<file path="src/rtl/riscv_pkg.sv">
// Shared pipeline definitions: machine word type and the occupancy state
// used by the registered skid stages.
package riscv_pkg;

    localparam int unsigned XLEN = 32;

    typedef logic [XLEN-1:0] word_t;

    typedef enum logic [1:0] {
        EMPTY = 2'd0,
        ONE   = 2'd1,
        FULL  = 2'd2
    } state_t;

endpackage

</file>
<file path="src/rtl/pipe_skid_reg.sv">
// Generic 2-entry skid register: main register M drives the output, skid
// register S absorbs one extra word so in_ready never depends on out_ready.
module pipe_skid_reg
    import riscv_pkg::*;
#(
    parameter int unsigned WIDTH = 33
) (
    input  logic             clk,
    input  logic             rst,
    input  logic [WIDTH-1:0] in_data,
    input  logic             in_valid,
    output logic             in_ready,
    input  logic             flush,
    output logic [WIDTH-1:0] out_data,
    output logic             out_valid,
    input  logic             out_ready
);

    state_t           state, state_n;
    logic [WIDTH-1:0] m_q, m_n;
    logic [WIDTH-1:0] s_q, s_n;
    logic             rdy_q;
    logic             vld_q;
    logic             accept;
    logic             pop;

    assign accept    = in_valid & rdy_q;
    assign pop       = vld_q & out_ready;
    assign in_ready  = rdy_q;
    assign out_valid = vld_q;
    assign out_data  = m_q;

    // Handshake flags are registered from the next state, keeping both
    // in_ready and out_valid free of any combinational input path.
    always_ff @(posedge clk) begin
        if (rst) begin
            state <= EMPTY;
            m_q   <= '0;
            s_q   <= '0;
            rdy_q <= 1'b1;
            vld_q <= 1'b0;
        end else begin
            state <= state_n;
            m_q   <= m_n;
            s_q   <= s_n;
            rdy_q <= (state_n != FULL);
            vld_q <= (state_n != EMPTY);
        end
    end

    always_comb begin
        state_n = state;
        m_n     = m_q;
        s_n     = s_q;
        if (flush) begin
            state_n = EMPTY;
            m_n     = '0;
            s_n     = '0;
        end else begin
            case (state)
                EMPTY: begin
                    if (accept) begin
                        m_n     = in_data;
                        state_n = ONE;
                    end
                end
                ONE: begin
                    if (accept && pop) begin
                        m_n = in_data;
                    end else if (accept) begin
                        s_n     = in_data;
                        state_n = FULL;
                    end else if (pop) begin
                        // Clear M on draining so stale data never shows.
                        m_n     = '0;
                        state_n = EMPTY;
                    end
                end
                FULL: begin
                    if (pop) begin
                        m_n     = s_q;
                        s_n     = '0;
                        state_n = ONE;
                    end
                end
                default: begin
                    state_n = EMPTY;
                    m_n     = '0;
                    s_n     = '0;
                end
            endcase
        end
    end

endmodule

</file>
<file path="src/rtl/mux_pipe.sv">
// N:1 binary-select mux feeding a registered skid stage; the out-of-range
// flag travels alongside the selected word.
module mux_pipe
    import riscv_pkg::*;
#(
    parameter int unsigned WIDTH      = XLEN,
    parameter int unsigned NUM_INPUTS = 4,
    parameter int unsigned SEL_W      = $clog2(NUM_INPUTS)
) (
    input  logic                        clk,
    input  logic                        rst,
    input  logic [NUM_INPUTS*WIDTH-1:0] in_data,
    input  logic [SEL_W-1:0]            in_sel,
    input  logic                        in_valid,
    output logic                        in_ready,
    input  logic                        flush,
    output logic [WIDTH-1:0]            out_data,
    output logic                        out_err,
    output logic                        out_valid,
    input  logic                        out_ready
);

    logic [WIDTH-1:0] sel_word;
    logic             sel_err;
    logic [WIDTH:0]   skid_out;

    always_comb begin
        sel_word = '0;
        sel_err  = (32'(in_sel) >= NUM_INPUTS);
        for (int unsigned k = 0; k < NUM_INPUTS; k++) begin
            if (in_sel == SEL_W'(k)) begin
                sel_word = in_data[k*WIDTH +: WIDTH];
            end
        end
    end

    pipe_skid_reg #(
        .WIDTH(WIDTH + 1)
    ) u_skid (
        .clk      (clk),
        .rst      (rst),
        .in_data  ({sel_err, sel_word}),
        .in_valid (in_valid),
        .in_ready (in_ready),
        .flush    (flush),
        .out_data (skid_out),
        .out_valid(out_valid),
        .out_ready(out_ready)
    );

    assign out_err  = skid_out[WIDTH];
    assign out_data = skid_out[WIDTH-1:0];

endmodule
</file>
<file path="config.mk">
export PLATFORM = sky130hd
export DESIGN_NAME = mux_pipe
export DESIGN_NICKNAME = d
export VERILOG_FILES = /design/src/rtl/riscv_pkg.sv /design/src/rtl/pipe_skid_reg.sv /design/src/rtl/mux_pipe.sv
export SDC_FILE = /design/constraint.sdc
export NUM_CORES = 1
export LEC_CHECK = 0
export ABC_AREA = 0
export CELL_PAD_IN_SITES_DETAIL_PLACEMENT = 1
export CELL_PAD_IN_SITES_GLOBAL_PLACEMENT = 1
export CORE_MARGIN = 1.5
export CORE_UTILIZATION = 28
export CTS_CLUSTER_DIAMETER = 120
export DETAILED_ROUTE_END_ITERATION = 10
export PLACE_DENSITY = 0.84
export SYNTH_ARGS = -nofsm -noshare
export SYNTH_HDL_FRONTEND = slang
export SYNTH_SLANG_ARGS = --single-unit
</file>
<file path="constraint.sdc">
create_clock -name clk -period 1.7 [get_ports clk]
set_input_delay 0.34 -clock clk [delete_from_list [all_inputs] [get_ports clk]]
set_output_delay 0.34 -clock clk [all_outputs]
set_load 0.05 [all_outputs]
</file>
==> results.toml, run 1 <==
[status]
status = "finished clean"

[synth]
synth-seq-cells = 68
synth_nets = 527
syn_avg_cell_area_um2 = 9.90
ys_types = 29
ys_seq_area_share_pct = 35.1
yosys_warnings = 0
synth.area.mux_share_pct = 26.9
synthSimpleGateAreaFrac_pct = 5.51
syn_inst = 392
synth_xor_area_share_pct = 0.226
synth-compound-area-share_pct = 22.5
synth_fa_ha_area_share_pct = 0
syn-cell-area_um2 = 3880
synth_top_family_by_area = "multiplexers"

[route]
vias_per_cell = 5.19
drtAntennaViolNets = 0
drtPass1Iterations = 4
route.vias.total = 3863
drc = 0
wire_per_inst_um = 18.7
drt-initial-drc-count = 133
routed_wl_um = 13900

[timing]
finalCritPeriodShare_pct = 98.2
max_freq_mhz = 599
hold_viol = 0
worst_pin_slew_ns = 0.719
fin_worst_skew_ns = 0.00877
relSlewSlack_pct = 52.0
min_period_ns = 1.67
finalSetupViolCount = 0
maxSlewViolCount = 0
finalSetupTns_ns = 0

[setup_path]
rr_startpoint = "u_skid.state[1]$_SDFF_PP0_"
cp_cell_sequence = "clkdlybuf4s50_1 > and2_4 > buf_4 > nor4b_4 > buf_4 > clkbuf_4 > nand2_1 > a21oi_1"
reg2reg_depth = 4
cp_top_family = "buffers and inverters"
crit_fanout = 8
rrSetupSlack_ns = 0.05
path_buf_inv = 4
worst_ep_required_time_ns = 1.97
crit_path_top_delay_cell = "clkdlybuf4s50_1"
cp_data_arrival_time_ns = 1.93
crit_path_frequent_cell = "buf_4"
crit_type = "in2reg"
crit_path_max_incr_delay_ns = 0.42
start_kind = "primary input"
worstReg2RegEnd = "u_skid.out_data[26]$_SDFFE_PP0P_"
crit_path_end_kind = "register"

[min_path]
whs_path_depth = 1
hp-start = "u_skid.out_data[7]$_SDFFE_PP0P_"
hold_path_class = "reg2reg"
hold_end = "u_skid.out_data[7]$_SDFFE_PP0P_"

[pwr]
leakage_nw = 2.29
combinationalPowerShare_pct = 24.8
seq_power_share_pct = 35.8
power_frac_clock_pct = 39.4
ir_worst_vdd_uv = 484
p_switching_mw = 1.27
p_sw_share_pct = 27.3
power_density_nw_per_um2 = 757
p_int_mw = 3.38

[clock_tree]
h-tree-depth = 3
cts_root_buf = "clkbuf_16"
holdBufCountCts = 0
clock-sinks = 68
cts_buffers = 9
clkLatencyLatePin_ns = 0.34
clk_path_buf_depth = 2
clk_pin_slew_worst_paths_ns = 0.05
tritoncts = "yes"

[floorplanning]
dieHeight_um = 121
row_count = 42
die_x_um = 121
coreArea_um2 = 13400
initial_core_util_pct = 29.0
die-area_um2 = 14600
ios = 170

[global_routing]
antenna_found_initial = 0
grt_pass1_vias = 4195
grt_max_degree = 33
grt_usage_pct = 18.9
grt_first_pass_wirelength_um = 21300
grt-ovfl-total = 0

[finish]
areaGrowthSynthToFinish_pct = 58.3
final_cell_mix = "clkdlybuf4s50_1 (132), dfxtp_1 (64), buf_4 (56)"
fill_cells = 1479
nets = 698
diodes = 0
drive_gt1_share_pct = 23.4
final_common_cell = "clkdlybuf4s50_1"
final_cell_area_um2 = 6140

[place]
gp_congestion = 0.715
numPortBuffers = 168
dp_hpwl_um = 9840
post_dp_cell_area_um2 = 5730

[job]
maxCapViolations = 0
==> per-layer routing <==
| layer | vias to the layer above | share of wire (%) | GRT usage, % |
|---|---|---|---|
| met2 | 142 | 52 | 35.5 |
| met1 | 1893 | 40 | 20.6 |
| met4 | 0 | 1.4 | 5.66 |
| met5 | - | 0 | 0 |
| met3 | 18 | 6.4 | 5.14 |
| li1 | 1810 | - | - |
==> power groups by stage <==
stage | clock network, mW | registers (mW) | logic (mW)
after global placement | 0 | 1.69 | 1.08
after global routing | 1.94 | 1.67 | 1.24
final | 1.83 | 1.66 | 1.15
after floorplan | 0 | 1.80 | 0.486
after CTS | 1.85 | 1.66 | 1.14
after detailed placement | 0 | 1.70 | 1.11
==> how the worst max path moves through the flow <==
stage	start	cells after the start	endpoint	slack, ns
global placement	out_ready	5	u_skid.s_q[13]$_SDFFE_PP0P_	-0.47
global route	u_skid.state[1]$_SDFF_PP0_	4	u_skid.out_data[13]$_SDFFE_PP0P_	-0.03
CTS	in_valid	6	u_skid.out_data[10]$_SDFFE_PP0P_	0.01
detailed placement	out_ready	5	u_skid.s_q[11]$_SDFFE_PP0P_	-0.59
finish	out_ready	8	u_skid.s_q[12]$_SDFFE_PP0P_	0.03
floorplan	u_skid.in_ready$_SDFF_PP1_	6	u_skid.out_data[0]$_SDFFE_PP0P_	0.08
==> registers in the layout (all words and copies together), names as in the netlist <==
name / count
u_skid.in_ready: 1
u_skid.state: 2
u_skid.s_q: 32
u_skid.out_data: 32
u_skid.out_valid: 1
==> cells by family (layout without fill, tap and decap cells) <==
group,after synthesis,after routing
AOI/OAI and AO/OA,139,139
xor gates and xnor gates,1,1
buffers and inverters,73,246
DFF,68,68
muxes,64,64
other,1,1
and+or+nand+nor,46,49
==> synthesized netlist by cell type <==
cell / n / area, um^2
mux2i_1: 32 / 320
clkbuf_1: 13 / 48.8
a21oi_1: 36 / 180
buf_12: 3 / 60.1
a22o_1: 32 / 280
o21ai_0: 32 / 160
o21bai_1: 1 / 7.51
nor4b_1: 1 / 8.76
or3_1: 1 / 6.26
buf_4: 5 / 37.5
and3_1: 1 / 6.26
o22ai_1: 32 / 200
a22oi_1: 2 / 15.0
inv_1: 32 / 120
mux4_1: 1 / 26.3
buf_6: 1 / 11.3
conb_1: 1 / 3.75
xor2_1: 1 / 8.76
and2_1: 2 / 12.5
a211oi_1: 3 / 22.5
nor2_1: 5 / 18.8
nand4b_1: 4 / 35.0
nand3b_1: 1 / 7.51
or2_2: 1 / 6.26
dfxtp_1: 68 / 1360
buf_2: 19 / 95.1
a211o_1: 1 / 8.76
mux4_2: 31 / 698
nand2_1: 30 / 113
==> metrics by stage <==
stage	power, mW	cells	worst slack [ns]	hold slack [ns]	utilization, %
floorplan	2.29	392	0.0774	0.449	-
global placement	2.77	722	-0.467	0.456	42.7
detailed placement	2.81	722	-0.593	0.470	42.7
CTS	4.65	740	0.0150	0.479	45.2
global route	4.84	744	-0.0258	0.500	45.8
finish	4.65	744	0.0313	0.478	45.8
==> cell type report <==
type | count | area [um^2] | area share (%)
clock inverter | 5 | 52.6 | 0.856
multi-input combinational | 254 | 2270 | 36.9
clock buffer | 11 | 233 | 3.79
timing repair buffer | 198 | 1880 | 30.6
inverter | 32 | 120 | 1.96
sequential | 68 | 1370 | 22.2
tap | 176 | 220 | 3.59
==> repair_timing <==
action	in CTS	in global routing
endpoints found under the setup margin	64	48
cloned	2	2
resized for setup	7	11
buffers inserted	0	2
pin swaps	0	2
Power figures use the tool's default switching activity.
==> run 2: changes to the inputs <==
--- a/config.mk
+++ b/config.mk
@@ -13,6 +13,7 @@
 export CTS_CLUSTER_DIAMETER = 120
 export DETAILED_ROUTE_END_ITERATION = 10
 export PLACE_DENSITY = 0.84
+export RECOVER_POWER = 100
 export SYNTH_ARGS = -nofsm -noshare
 export SYNTH_HDL_FRONTEND = slang
 export SYNTH_SLANG_ARGS = --single-unit
==> run 2 against run 1 <==
Net effect: die area is the same; fmax grew 0.35%; critical path depth is the same; critical path type unchanged; global-route usage is the same.
==> results.toml, run 2 (synthesized netlist as in run 1, its figures left out) <==
[global_routing]
grt-ovfl-total = 0
grt_pass1_vias = 4195
grt_max_degree = 33
grt_usage_pct = 18.9
met3_usage_pct = 5.14
top_usage_layer = "met2"
antenna_found_initial = 0
grt_first_pass_wirelength_um = 21300
grt_use_met1_pct = 20.6
grtUsageMet2_pct = 35.5

[place]
numPortBuffers = 168
placed_cells_incl_taps = 722
gp_congestion = 0.715
dp_hpwl_um = 9840

[floorplanning]
row_count = 42
initial_core_util_pct = 29.0
ios = 170
die-area_um2 = 14600
dieHeight_um = 121
die_x_um = 121
coreArea_um2 = 13400

[timing]
worst_pin_slew_ns = 0.728
maxSlewViolCount = 0
finalCritPeriodShare_pct = 97.8
relSlewSlack_pct = 51.4
max_freq_mhz = 601
min_period_ns = 1.66
fin_worst_skew_ns = 0.00946
hold_viol = 0
hold_ws_ns = 0.475
finalSetupViolCount = 0

[min_path]
whs_path_depth = 2
hold_path_class = "reg2reg"

[setup_path]
worst_ep_required_time_ns = 1.97
cp_data_arrival_time_ns = 1.93
crit_fanout = 8
crit_type = "in2reg"
crit_path_end_kind = "register"
start_kind = "primary input"
reg2reg_depth = 4

[clock_tree]
clock-sinks = 68
h-tree-depth = 3
cts_root_buf = "clkbuf_16"
clk_path_buf_depth = 2
tritoncts = "yes"
holdBufCountCts = 0
clkLatencyLatePin_ns = 0.34
cts_buffers = 9
clk_pin_slew_worst_paths_ns = 0.05

[finish]
nets = 698
drive_gt1_share_pct = 17.6
final_cell_mix = "clkdlybuf4s50_1 (132), dfxtp_1 (64), clkbuf_1 (34)"
areaGrowthSynthToFinish_pct = 55.1
final_common_cell = "clkdlybuf4s50_1"
fill_cells = 1494
fin_util_pct = 44.9
fin_cells = 744
diodes = 0

[route]
drt-initial-drc-count = 141
drc = 0
routed_wl_um = 13900
wire_per_inst_um = 18.7
drtPass1Iterations = 4
drtAntennaViolNets = 0
route.vias.total = 3875
vias_per_cell = 5.21

[job]
maxCapViolations = 0

[pwr]
p_sw_share_pct = 27.6
power_density_nw_per_um2 = 769
ir_worst_vdd_uv = 491
p_int_mw = 3.35
p_switching_mw = 1.28
leakage_nw = 2.16
combinationalPowerShare_pct = 24.3
power_frac_clock_pct = 39.7
seq_power_share_pct = 35.9

[status]
status = "finished clean"
==> run 2: per-stage QoR <==
| stage | power, mW | worst slack [ns] | setup TNS (ns) | area [um^2] |
|---|---|---|---|---|
| 5_1_grt | 4.81 | -0.0258 | -0.134 | 6020 |
| 2_1_floorplan | 2.29 | 0.0774 | 0 | 3880 |
| 3_5_place_dp | 2.81 | -0.593 | -31.33 | 5730 |
| 6_report | 4.63 | 0.0372 | 0 | 6020 |
| 3_3_place_gp | 2.77 | -0.467 | -26.72 | 5730 |
| 4_1_cts | 4.65 | 0.0150 | 0 | 6060 |
==> run 2: area by class of cell <==
cell class                      count  area, um^2  share of cell area (%)
Multi-Input combinational cell    254        2270                    37.7
Timing Repair Buffer              198        1760                    29.2
Sequential cell                    68        1370                    22.7
Clock buffer                       11         233                    3.87
Tap cell                          176         220                    3.66
Inverter                           32         120                    2.00
Clock inverter                      5        52.6                   0.873
==> run 2: path summary, 6_finish.rpt <==
check	slack [ns]	end	start
worst max-delay path	0.04	u_skid.s_q[12]$_SDFFE_PP0P_	out_ready
worst min-delay path	0.47	u_skid.s_q[31]$_SDFFE_PP0P_	u_skid.s_q[31]$_SDFFE_PP0P_
worst min register to register	0.47	u_skid.s_q[31]$_SDFFE_PP0P_	u_skid.s_q[31]$_SDFFE_PP0P_
worst max register to register	0.05	u_skid.out_data[26]$_SDFFE_PP0P_	u_skid.state[1]$_SDFF_PP0_
==> run 2: worst max-delay path, cell delays in order <==
cell             delay, ns
clkdlybuf4s50_1       0.42
and2_4                0.18
buf_4                 0.15
nor4b_4               0.25
buf_4                 0.19
clkbuf_4              0.20
nand2_1               0.09
a21oi_1               0.12
==> run 2: metal layers <==
layer  wire [um]  vias up
li1            -     1811
met2        7370      153
met5           0        -
met3         940       15
met4         163        0
met1        5450     1896
==> run 2: power groups by stage <==
| stage | clock network, mW | registers, mW | logic (mW) |
|---|---|---|---|
| 2_1_floorplan | 0 | 1.80 | 0.486 |
| 3_3_place_gp | 0 | 1.69 | 1.08 |
| 3_5_place_dp | 0 | 1.70 | 1.11 |
| 4_1_cts | 1.85 | 1.66 | 1.14 |
| 5_1_grt | 1.94 | 1.67 | 1.21 |
| 6_report | 1.84 | 1.66 | 1.13 |
==> run 2: timing repair <==
item	CTS	global route
pin swaps	0	2
buffers inserted	0	2
endpoints found under the setup margin	64	48
cloned	2	2
gates resized for setup	7	11
hold endpoints to repair	0	0
==> RTL edit: new RTL, flow settings as in run 2 <==
`m_q` and `s_q` no longer have a reset.
--- a/src/rtl/pipe_skid_reg.sv
+++ b/src/rtl/pipe_skid_reg.sv
@@ -35,17 +35,18 @@
     always_ff @(posedge clk) begin
         if (rst) begin
             state <= EMPTY;
-            m_q   <= '0;
-            s_q   <= '0;
             rdy_q <= 1'b1;
             vld_q <= 1'b0;
         end else begin
             state <= state_n;
-            m_q   <= m_n;
-            s_q   <= s_n;
             rdy_q <= (state_n != FULL);
             vld_q <= (state_n != EMPTY);
         end
+    end
+
+    always_ff @(posedge clk) begin
+        m_q <= m_n;
+        s_q <= s_n;
     end
 
     always_comb begin
Check against the original RTL: differs if rst is asserted again (counterexample within 4 cycles, from zero or initial values and one cycle with rst high); with rst held inactive, the same outputs for 4 cycles.
==> RTL edit against run 2 <==
Cell area shrank 6.6%. Routed wire length fell by 10%. Non-clock buffer count decreased by 9. Power is 7.2% higher. Synthesized area decreased by 12%. Via count fell by 8.7%. Clock skew about the same. Worst setup slack better by 16 ps. Utilization is 2.1 points higher. Sequential cell count unchanged.
==> RTL edit: results (changes against run 2) <==
[global_route]
first_global_vias = 3891  ; was 4195
grt_max_degree = 65  ; was 33
grt_pass1_wl_um = 19400  ; was 21330 um
grtUsageTotal_pct = 19.13  ; was 18.94%

[min_path]
hold_depth = 2  ; unchanged
hp-class = in -> reg  ; was reg -> reg

[worst_setup_path]
critPathArrivalTime_ps = 1890  ; was 1930 ps
crit_family = simple AND/OR/NAND/NOR gates  ; was buffers and inverters
critPathMaxStageDelay_ps = 530  ; was 420 ps
r2r_cells = 6  ; was 4
crit_fanout = 32  ; was 8
cp_slowest_cell = nor2_4  ; was clkdlybuf4s50_1

[cells_and_area]
fillers = 1343  ; was 1494
drive_gt1_share_pct = 16.25  ; was 17.61%
fin_cells = 670  ; was 744
final_nets = 653  ; was 698

[clock_network]
numCtsBuffers = 9  ; unchanged
clk_latency_ps = 330
clk_pin_slew_worst_paths_ps = 60
clock_path_buffers = 2  ; unchanged

[synthesis]
yosysWarnings = 0  ; unchanged
synthesis.nets = 490  ; was 527
synth_cell_types = 26  ; was 29
yosysSeqAreaShare_pct = 39.72  ; was 35.09%
synthTopCellsByCount = a21oi_1 (68), dfxtp_1 (68), o21ai_0 (57)  ; was dfxtp_1 (68), a21oi_1 (36)
synth_area_leaders = dfxtp_1 (40%), mux4_2 (21%), a21oi_1 (9.9%), o21ai_0 (8.3%), a22oi_1 (7.0%)  ; was dfxtp_1 (35%), mux4_2 (18%), mux2i_1 (8.3%), a22o_1 (7.2%), o22ai_1 (5.2%)
async_reset_ff_share_pct = 0  ; unchanged
syn_avg_cell_area_um2 = 9.654  ; was 9.898 um2
ys.flop_type = dfxtp_1  ; unchanged

[drt]
wl_per_cell_um = 18.64  ; was 18.72 um
drtIter0Drc = 140  ; was 141
via_count = 3536  ; was 3875

[placed_design]
hpwl_um = 8743  ; was 9840 um
dp_slack_ps = -708.0  ; was -592.6 ps
dp_cells = 652  ; was 722
gp_congestion = 0.6966  ; was 0.7145

[status]
status = finished, final reports clean  ; unchanged

[sta]
slew_headroom_pct = 53.96  ; was 51.38%
clock_skew_ps = 9.435  ; was 9.460 ps

[power_and_ir_drop]
p_int_w = 0.003608  ; was 0.003350 W
p_leak_nw = 1.920  ; was 2.157 nW
ir_worst_vdd_mv = 0.4631  ; was 0.4905 mV

## RTL edit: changes by cell type after synthesis, moves of 3 or more
cell,delta
o21ai_1,+8
inv_1,-31
buf_2,-10
nand4b_1,-4
nand2_1,+4
o21ai_0,+25
clkbuf_1,+7
a22oi_1,+30
a22o_1,-32
a21oi_1,+32
o22ai_1,-32
buf_12,-3
mux2i_1,-32
## RTL edit: per-stage QoR
step	setup TNS [ps]	area (um2)	power, W	hold slack (ps)
detailed placement	-25590	5364	0.002932	469.0
finish	0	5622	0.004957	271.8
floorplan	0	3427	0.002345	412.8
global placement	-21250	5364	0.002896	457.5
CTS	0	5705	0.005026	256.0
global route	-371.9	5622	0.005144	269.8
## RTL edit: what timing repair did
item	CTS	global route
setup endpoints to repair	32	44
endpoints found under the hold margin	0	0
cloned	0	1
setup buffers	0	1
resized for setup	1	3
pin swaps	0	1
## RTL edit: kinds of logic after synthesis
| group | after synthesis | share of synthesized area [%] |
|---|---|---|
| and+or+nand+nor | 46 | 6.134 |
| muxes | 32 | 21.03 |
| DFF | 68 | 39.72 |
| other | 1 | 0.1094 |
| buffers and inverters | 38 | 5.293 |
| AOI/OAI and AO/OA | 170 | 27.71 |
## RTL edit: final timing paths
check,endpoint,start,slack [ps]
max,u_skid.s_q[15]$_SDFFE_PP0P_,out_ready,50
min,u_skid.state[0]$_SDFF_PP0_,flush,270
max reg2reg,u_skid.out_data[9]$_SDFFE_PP0P_,u_skid.state[1]$_SDFF_PP0_,150
min reg2reg,u_skid.out_data[15]$_SDFFE_PP0P_,u_skid.out_data[15]$_SDFFE_PP0P_,470
## RTL edit: layer usage
layer / global-route usage, % / vias to the layer above / routed length, um
met5: 0 / - / 0
met4: 4.833 / 0 / 156
met3: 4.782 / 11 / 724
met2: 35.54 / 120 / 6581
met1: 21.87 / 1731 / 5024
li1: - / 1674 / -
## RTL edit: final cells by class
class	count	area share (%)
sequential	68	24.22
clock inverter	5	1.491
timing repair buffer	189	32.03
multi-input combinational	249	34.43
tap	147	3.272
clock buffer	11	4.496
inverter	1	0.06677
## RTL edit: power groups by stage
stage,logic (W),registers (W),clock network [W]
2_1_floorplan,0.000399,0.00195,0
6_report,0.00115,0.00171,0.00209
3_5_place_dp,0.00118,0.00175,0
5_1_grt,0.00123,0.00172,0.00220
3_3_place_gp,0.00115,0.00174,0
4_1_cts,0.00119,0.00171,0.00212
